==> src/rtl/fifo_ram.sv <==
`default_nettype none
// ============================================================================
// Module      : fifo_ram
// Description : Storage array for level_fifo. DWIDTH x 2^LOG2_SZ entries,
//               synchronous write, asynchronous (combinational) read.
//               Contents are not reset.
// Ports       : clk     - clock, write occurs on posedge
//               wr_en   - write enable
//               wr_addr - write address
//               wr_data - write data
//               rd_addr - read address
//               rd_data - read data (combinational from rd_addr)
// Revision    : 1.0 - initial release
// ============================================================================
module fifo_ram #(
    parameter int DWIDTH  = 8,
    parameter int LOG2_SZ = 3
) (
    input  logic               clk,
    input  logic               wr_en,
    input  logic [LOG2_SZ-1:0] wr_addr,
    input  logic [DWIDTH-1:0]  wr_data,
    input  logic [LOG2_SZ-1:0] rd_addr,
    output logic [DWIDTH-1:0]  rd_data
);

    localparam int c_DEPTH = 1 << LOG2_SZ;

    logic [DWIDTH-1:0] r_mem_q [c_DEPTH];

    always_ff @(posedge clk) begin
        if (wr_en) begin
            r_mem_q[wr_addr] <= wr_data;
        end
    end

    assign rd_data = r_mem_q[rd_addr];

endmodule
`default_nettype wire

==> src/rtl/level_fifo.sv <==
`default_nettype none
// ============================================================================
// Module      : level_fifo
// Description : Synchronous FIFO with level reporting, almost-full/empty
//               thresholds, sticky overflow/underflow flags and an optional
//               output register (OUT_REG=1 adds one entry of capacity).
// Ports       : clk                     - clock
//               reset                   - synchronous active-high reset
//               data_in / data_in_strobe - write data / write request
//               data_in_ready           - storage has space
//               data_out / data_out_valid - head entry / head valid
//               data_out_consume_strobe - pop head entry
//               flush                   - synchronous discard of contents
//               level                   - number of entries held
//               almost_full/almost_empty - threshold flags from level
//               overflow/underflow      - sticky illegal-access flags
// Revision    : 1.0 - initial release
// ============================================================================
module level_fifo #(
    parameter int DWIDTH   = 8,
    parameter int LOG2_SZ  = 3,
    parameter int OUT_REG  = 0,
    parameter int AF_LEVEL = (1 << LOG2_SZ) - 1,
    parameter int AE_LEVEL = 1
) (
    input  logic               clk,
    input  logic               reset,
    input  logic [DWIDTH-1:0]  data_in,
    input  logic               data_in_strobe,
    output logic               data_in_ready,
    output logic [DWIDTH-1:0]  data_out,
    output logic               data_out_valid,
    input  logic               data_out_consume_strobe,
    input  logic               flush,
    output logic [LOG2_SZ:0]   level,
    output logic               almost_full,
    output logic               almost_empty,
    output logic               overflow,
    output logic               underflow
);

    localparam int          c_PW = LOG2_SZ + 1;
    localparam logic [31:0] c_AF = AF_LEVEL;
    localparam logic [31:0] c_AE = AE_LEVEL;
    localparam logic [c_PW-1:0] c_PTR_ONE = {{LOG2_SZ{1'b0}}, 1'b1};

    logic [c_PW-1:0]   r_wr_ptr_q, w_wr_ptr_d;
    logic [c_PW-1:0]   r_rd_ptr_q, w_rd_ptr_d;
    logic              r_overflow_q, w_overflow_d;
    logic              r_underflow_q, w_underflow_d;

    logic              w_mem_empty;
    logic              w_mem_full;
    logic [c_PW-1:0]   w_mem_count;
    logic              w_wr_acc;
    logic              w_rd_acc;
    logic              w_mem_push;
    logic              w_mem_pop;
    logic [DWIDTH-1:0] w_ram_rdata;
    logic              w_out_valid;
    logic [DWIDTH-1:0] w_out_data;
    logic [c_PW-1:0]   w_level;
    logic [31:0]       w_level32;

    // Wrap bit distinguishes full from empty when the low bits match.
    assign w_mem_empty = (r_wr_ptr_q == r_rd_ptr_q);
    assign w_mem_full  = (r_wr_ptr_q[LOG2_SZ-1:0] == r_rd_ptr_q[LOG2_SZ-1:0]) &&
                         (r_wr_ptr_q[LOG2_SZ] != r_rd_ptr_q[LOG2_SZ]);
    assign w_mem_count = r_wr_ptr_q - r_rd_ptr_q;

    // Acceptance uses pre-edge state only, so a consume never frees a slot
    // for a write on the same edge.
    assign data_in_ready = !w_mem_full;
    assign w_wr_acc      = data_in_strobe && !w_mem_full;
    assign w_rd_acc      = data_out_consume_strobe && w_out_valid;

    fifo_ram #(
        .DWIDTH  (DWIDTH),
        .LOG2_SZ (LOG2_SZ)
    ) u_fifo_ram (
        .clk     (clk),
        .wr_en   (w_mem_push && !flush),
        .wr_addr (r_wr_ptr_q[LOG2_SZ-1:0]),
        .wr_data (data_in),
        .rd_addr (r_rd_ptr_q[LOG2_SZ-1:0]),
        .rd_data (w_ram_rdata)
    );

    generate
        if (OUT_REG != 0) begin : g_out_reg
            logic              r_ov_q, w_ov_d;
            logic [DWIDTH-1:0] r_od_q, w_od_d;
            logic              w_load;
            logic              w_bypass;

            // The register refills whenever it is empty or being consumed.
            // With storage empty, an accepted write that coincides with a
            // consume goes straight into the register so streaming at level
            // one has no bubble.
            always_comb begin
                w_load   = !r_ov_q || w_rd_acc;
                w_bypass = w_mem_empty && r_ov_q && w_rd_acc && w_wr_acc;
                w_ov_d   = r_ov_q;
                w_od_d   = r_od_q;
                if (flush) begin
                    w_ov_d = 1'b0;
                end else if (w_load) begin
                    if (!w_mem_empty) begin
                        w_ov_d = 1'b1;
                        w_od_d = w_ram_rdata;
                    end else if (w_bypass) begin
                        w_ov_d = 1'b1;
                        w_od_d = data_in;
                    end else begin
                        w_ov_d = 1'b0;
                    end
                end
            end

            always_ff @(posedge clk) begin
                if (reset) begin
                    r_ov_q <= 1'b0;
                end else begin
                    r_ov_q <= w_ov_d;
                end
            end

            // Data register needs no reset; it is qualified by r_ov_q.
            always_ff @(posedge clk) begin
                r_od_q <= w_od_d;
            end

            assign w_mem_pop   = w_load && !w_mem_empty;
            assign w_mem_push  = w_wr_acc && !w_bypass;
            assign w_out_valid = r_ov_q;
            assign w_out_data  = r_od_q;
            assign w_level     = w_mem_count + {{LOG2_SZ{1'b0}}, r_ov_q};
        end else begin : g_no_out_reg
            assign w_mem_pop   = w_rd_acc;
            assign w_mem_push  = w_wr_acc;
            assign w_out_valid = !w_mem_empty;
            assign w_out_data  = w_ram_rdata;
            assign w_level     = w_mem_count;
        end
    endgenerate

    always_comb begin
        w_wr_ptr_d    = r_wr_ptr_q;
        w_rd_ptr_d    = r_rd_ptr_q;
        w_overflow_d  = r_overflow_q;
        w_underflow_d = r_underflow_q;
        if (flush) begin
            // Flush drops concurrent accesses and leaves sticky flags alone.
            w_wr_ptr_d = '0;
            w_rd_ptr_d = '0;
        end else begin
            if (w_mem_push) begin
                w_wr_ptr_d = r_wr_ptr_q + c_PTR_ONE;
            end
            if (w_mem_pop) begin
                w_rd_ptr_d = r_rd_ptr_q + c_PTR_ONE;
            end
            if (data_in_strobe && !data_in_ready) begin
                w_overflow_d = 1'b1;
            end
            if (data_out_consume_strobe && !w_out_valid) begin
                w_underflow_d = 1'b1;
            end
        end
    end

    always_ff @(posedge clk) begin
        if (reset) begin
            r_wr_ptr_q    <= '0;
            r_rd_ptr_q    <= '0;
            r_overflow_q  <= 1'b0;
            r_underflow_q <= 1'b0;
        end else begin
            r_wr_ptr_q    <= w_wr_ptr_d;
            r_rd_ptr_q    <= w_rd_ptr_d;
            r_overflow_q  <= w_overflow_d;
            r_underflow_q <= w_underflow_d;
        end
    end

    assign w_level32      = {{(32 - c_PW){1'b0}}, w_level};
    assign level          = w_level;
    assign almost_full    = (w_level32 >= c_AF);
    assign almost_empty   = (w_level32 <= c_AE);
    assign data_out       = w_out_data;
    assign data_out_valid = w_out_valid;
    assign overflow       = r_overflow_q;
    assign underflow      = r_underflow_q;

`ifdef SIM
    always_ff @(posedge clk) begin
        if (!reset && !flush && data_in_strobe && !data_in_ready) begin
            $fatal(1, "level_fifo: write while full");
        end
        if (!reset && !flush && data_out_consume_strobe && !w_out_valid) begin
            $fatal(1, "level_fifo: consume while empty");
        end
    end
`endif

endmodule
`default_nettype wire

==> config.mk <==
export PLATFORM = sky130hd
export DESIGN_NAME = level_fifo
export DESIGN_NICKNAME = d
export VERILOG_FILES = /design/src/rtl/fifo_ram.sv /design/src/rtl/level_fifo.sv
export SDC_FILE = /design/constraint.sdc
export NUM_CORES = 1
export LEC_CHECK = 0
export CAP_MARGIN = 5
export CORE_UTILIZATION = 49
export DETAILED_ROUTE_END_ITERATION = 12
export DONT_BUFFER_PORTS = 1
export PLACE_DENSITY = 0.62
export SETUP_SLACK_MARGIN = 0.05
export SLEW_MARGIN = 25
export SYNTH_ARGS = -nofsm -noshare
export SYNTH_HDL_FRONTEND = slang
export SYNTH_SLANG_ARGS = --single-unit
==> constraint.sdc <==
create_clock -name clk -period 4.8 [get_ports clk]
set_input_delay 0.72 -clock clk [delete_from_list [all_inputs] [get_ports clk]]
set_output_delay 0.72 -clock clk [all_outputs]
set_load 0.05 [all_outputs]
## Word level (Yosys, flattened, before mapping)

Memories as Yosys holds them, arrays and structs flattened. A register that Yosys moved wholly into a read port is not among the register bits.
Index checks and enable logic that the tools add are counted.
W data, S select, Z words.

| word-level totals | value |
|---|---|
| register bits | 10 |
| RAM bits | 64 |
| input port bits | 13 |
| logic and storage cells | 30 |
| memories | 1 |

Memory list:

| name | words | width | rd ports | clocked after Yosys merged registers in | write ports | line | source |
|---|---|---|---|---|---|---|---|
| u_fifo_ram.r_mem_q | 8 | 8 | 1 | 1 | 1 | fifo_ram.sv:29 | `logic [DWIDTH-1:0] r_mem_q [c_DEPTH];` |

| operators by class | value |
|---|---|
| add/sub/neg operators | 3 |
| magnitude comparators | 2 |
| equal/unequal tests | 3 |
| muxes and demuxes | 4 |
| bitwise gates (word level) | 1 |
| reductions and logical operators | 12 |

Operator list:

| operator | count |
|---|---|
| $add A4 B1 Y4 const B | 2 |
| $logic_and A1 B1 Y1 | 6 |
| $mux W3 | 2 |
| $eq A4 B4 Y1 | 1 |
| $ge A4 B3 Y1 const B | 1 |
| $le A4 B1 Y1 const B | 1 |
| $reduce_and A2 Y1 | 2 |
| $sub A4 B4 Y4 | 1 |
| $eq A3 B3 Y1 | 1 |
| $logic_not A1 Y1 | 3 |
| $mux W1 | 2 |
| $reduce_or A2 Y1 | 1 |
| $ne A1 B1 Y1 | 1 |
| $not A1 Y1 | 1 |

## Longest topological paths before layout

| depth | value |
|---|---|
| depth after elaboration | 7 |
| mapped depth | 6 |

## Modules after synthesis

A second synthesis with hierarchy kept.

| second synthesis, totals | value |
|---|---|
| cell total of the unflattened synthesis | 185 |
| area total of the unflattened synthesis | 3195.6 um^2 |

Modules (own cells, without submodules):

| module | times used | cells each | area an instance (um^2) | seq. area each (um^2) |
|---|---|---|---|---|
| fifo_ram | 1 | 106 | 2531.2 | 1921.8 |
| level_fifo | 1 | 79 | 664.4 | 200.2 |

## Worst setup path after synthesis

OpenSTA, ideal clock, no wires.

| timing path | value |
|---|---|
| path type | register -> output |
| from | reg r_wr_ptr_q[0] |
| to | out almost_full |
| arrival time | 2471 ps |
| data required time | 4080 ps |
| setup slack | 1609 ps |
| cell stages (with the launch flop) | 6 |
| path buffers | 0 |
| cells stage by stage | dfxtp_1 > inv_1 > ha_1 > fa_1 > xor2_1 > o32ai_1 |

| between the ends | value |
|---|---|
| longest elaborated chain between the ends | 2 |

Ends and longest elaborated chain:

| element | line | source |
|---|---|---|
| start: declaration | level_fifo.sv:47 | `logic [c_PW-1:0] r_wr_ptr_q, w_wr_ptr_d;` |
| start signal: assignment | level_fifo.sv:179 | `r_wr_ptr_q <= w_wr_ptr_d;` |
| $sub A4 B4 Y4 | level_fifo.sv:69 | `assign w_mem_count = r_wr_ptr_q - r_rd_ptr_q;` |
| $ge A4 B3 Y1 | level_fifo.sv:188 | `assign almost_full = (w_level32 >= c_AF);` |
| end: declaration | level_fifo.sv:36 | `output logic almost_full,` |

No other way between the ends.

## Worst setup path in the final report

Same ends and word-level chain as after synthesis.

==> flow_metrics.tcl <==
set metrics [dict create \
    status "completed" \
    die_h_um 83.7 \
    synth_nets 210 \
    ys_seq_area_frac 0.668 \
    grt_overflow 0 \
    cts_tree "yes" \
    grt_first_pass_wirelength_um 9090 \
    cpPeakStageDelay_ns 0.75 \
    die_w_um 83.7 \
    crit_path_max_fanout 8 \
    place_inst 263 \
    root_buffer "clkbuf_8" \
    worst_pin_slew_ns 0.971 \
    netSwitchingPower_mw 0.269 \
    tns_ns 0 \
    hp-class "input port to register" \
    netlist_area_um2 3270 \
    seq_power_share 0.561 \
    dp_hpwl_um 3710 \
    drc 0 \
    antenna_found_initial 0 \
    yosysMostFrequentCell "edfxtp_1" \
    p_int_mw 1.04 \
    critPathCaptureType "output pin" \
    num_antenna_cells 0 \
    clk_path_buf_depth 2 \
    grt_pass1_vias 1737 \
    grt_max_degree 17 \
    synth_ff_type "edfxtp_1" \
    min_period_ns 3.20 \
    grt_usage 0.178 \
    critPathRequiredTime_ns 4.08 \
    drtPass1Iterations 4 \
    fmax_ghz 0.313 \
    synth_top_area_frac 0.588 \
    fin_crit_sh 0.666 \
    rows 29 \
    drt-initial-drc-count 86 \
    clk_latency_ns 0.34 \
    core_area_um2 6390 \
    final_area_um2 3560 \
    yosys.area.top_type "edfxtp_1" \
    timing.slew.headroom 0.350 \
    clock_sinks 77 \
    ant_nets 0 \
    syn_inst 191 \
    vias 1662 \
    wl_per_cell_um 20.7 \
    critPathLaunchType "register" \
    p_leak_nw 1.19 \
    cts_hold_buf 0 \
    combPwrFrac 0.044 \
    gp_congestion 0.863 \
    nets 216 \
    powerDensity_nw_per_um2 368 \
    routed_wl_um 5780 \
    die-area_um2 7000 \
    final_cell_count_no_fill 279 \
    path_cells "inv_1 > ha_1 > fa_1 > xor2_1 > o32ai_2" \
    ys_top_cells_by_area "edfxtp_1, mux4_1, dfxtp_1" \
    cap_violations 0 \
    skew_ns 0.00855 \
    post_cts_resized 0 \
    cts_setup_buffers 0 \
    worstSetupPathType "register to output pin" \
    final-hold-violation-count 0 \
    floorplan.initialDensity 0.512 \
    setup_violations 0 \
    synthArstFlopShare 0 \
    drive_gt1_frac 0.144 \
    synth-edff-count 64 \
    synthDistinctLibCells 34 \
    boundaryPins 31 \
    yosysWarningCount 0 \
    drv_slew 0 \
    clkPwrFrac 0.395 \
    syn_area_per_cell_um2 17.1 \
    holdWs_ns 0.445 \
    port_buffers 0 \
    post_dp_cell_area_um2 3340 \
    clk_pin_slew_ns 0.08 \
    cts_buffers 9 \
    synth.top_cells.by_count "edfxtp_1, nand2_1, mux4_1" \
    ir_drop_v 0.000197 \
    htreeDepth 3 \
    ys_seq_elements 77 \
    rsz0062_at_grt "false" \
    via_per_inst 5.96 \
    cpMaxStageDelayCell "o32ai_2" \
    swShare 0.205 \
    area_delta_synth_final_pct 9.04 \
    worstPathArrival_ns 2.48 \
]
==> metal layers <==
metal,vias up,wire length [µm],GRT usage
met5,-,0,0
met4,0,89,0.0740
met3,6,314,0.0544
met2,50,2820,0.276
met1,838,2550,0.235
li1,768,-,-
==> worst max-delay path: cells and delay by family, from the launching register on <==
kind | cells | cell delay [ns]
AOI/OAI and AO/OA | 1 | 0.75
adders and majority gates | 2 | 0.62
DFF | 1 | 0.47
xor gates and xnor gates | 1 | 0.18
buffers and inverters | 1 | 0.13
==> state kept, by name, summed over array words and instances, names as in the netlist, named ones only <==
register and cells:
u_fifo_ram.r_mem_q 64, r_rd_ptr_q 4, r_wr_ptr_q 4, overflow 1
underflow 1
==> power groups by stage <==
stage               sequential [mW]  combinational (mW)  clock [mW]
floorplan                     0.748              0.0553           0
global placement              0.750              0.0572           0
detailed placement            0.751              0.0581           0
CTS                           0.735              0.0584       0.526
global route                  0.736              0.0615       0.556
finish                        0.735              0.0580       0.519
==> final timing paths <==
path | from | to | slack [ns] | cells after the start
worst min-delay path | reset | overflow | 0.44 | 1
worst max-delay path | r_wr_ptr_q[0] | almost_full | 1.60 | 5
worst max register to register | r_wr_ptr_q[0] | u_fifo_ram.r_mem_q[0][5] | 2.00 | 5
worst min register to register | r_rd_ptr_q[2] | r_rd_ptr_q[2] | 0.51 | 2
==> stage by stage <==
step	power, mW	worst slack (ns)	util
after CTS	1.32	1.61	0.558
after floorplan	0.803	1.61	-
after global placement	0.807	2.04	0.524
after detailed placement	0.809	1.99	0.524
after global routing	1.35	1.47	0.558
final	1.31	1.60	0.558
==> cell usage in the layout (no fill, tap or decap), drive strengths merged, types with 2 or more instances in the layout <==
| master | count |
|---|---|
| clkinv | 2 |
| nand4 | 2 |
| xor2 | 2 |
| or3 | 4 |
| inv | 8 |
| a41oi | 2 |
| dfxtp | 13 |
| a21boi | 2 |
| mux4 | 16 |
| and3 | 2 |
| clkbuf | 13 |
| ha | 5 |
| nand2 | 18 |
| mux2 | 8 |
| edfxtp | 64 |
| nor4 | 3 |
| a21oi | 6 |
| nor2 | 8 |
| buf | 3 |
| mux2i | 9 |
==> cell type report <==
cell class,count,area (µm²)
fill,504,2820
sequential,77,2180
timing repair buffer,3,22.5
clock inverter,3,40.0
tap,77,96.3
inverter,8,30.0
multi-input combinational,98,1010
clock buffer,13,180
==> cell families (layout without fill, tap and decap cells) <==
logic type | after synthesis | count (layout) | synth area share
compound gates | 14 | 14 | 0.0291
xor+xnor | 3 | 3 | 0.00804
fa+ha+maj | 6 | 6 | 0.0253
buf+inv | 16 | 27 | 0.0264
flops | 77 | 77 | 0.668
mux | 33 | 33 | 0.183
simple gates | 42 | 42 | 0.0609
Power figures use the tool's default switching activity.
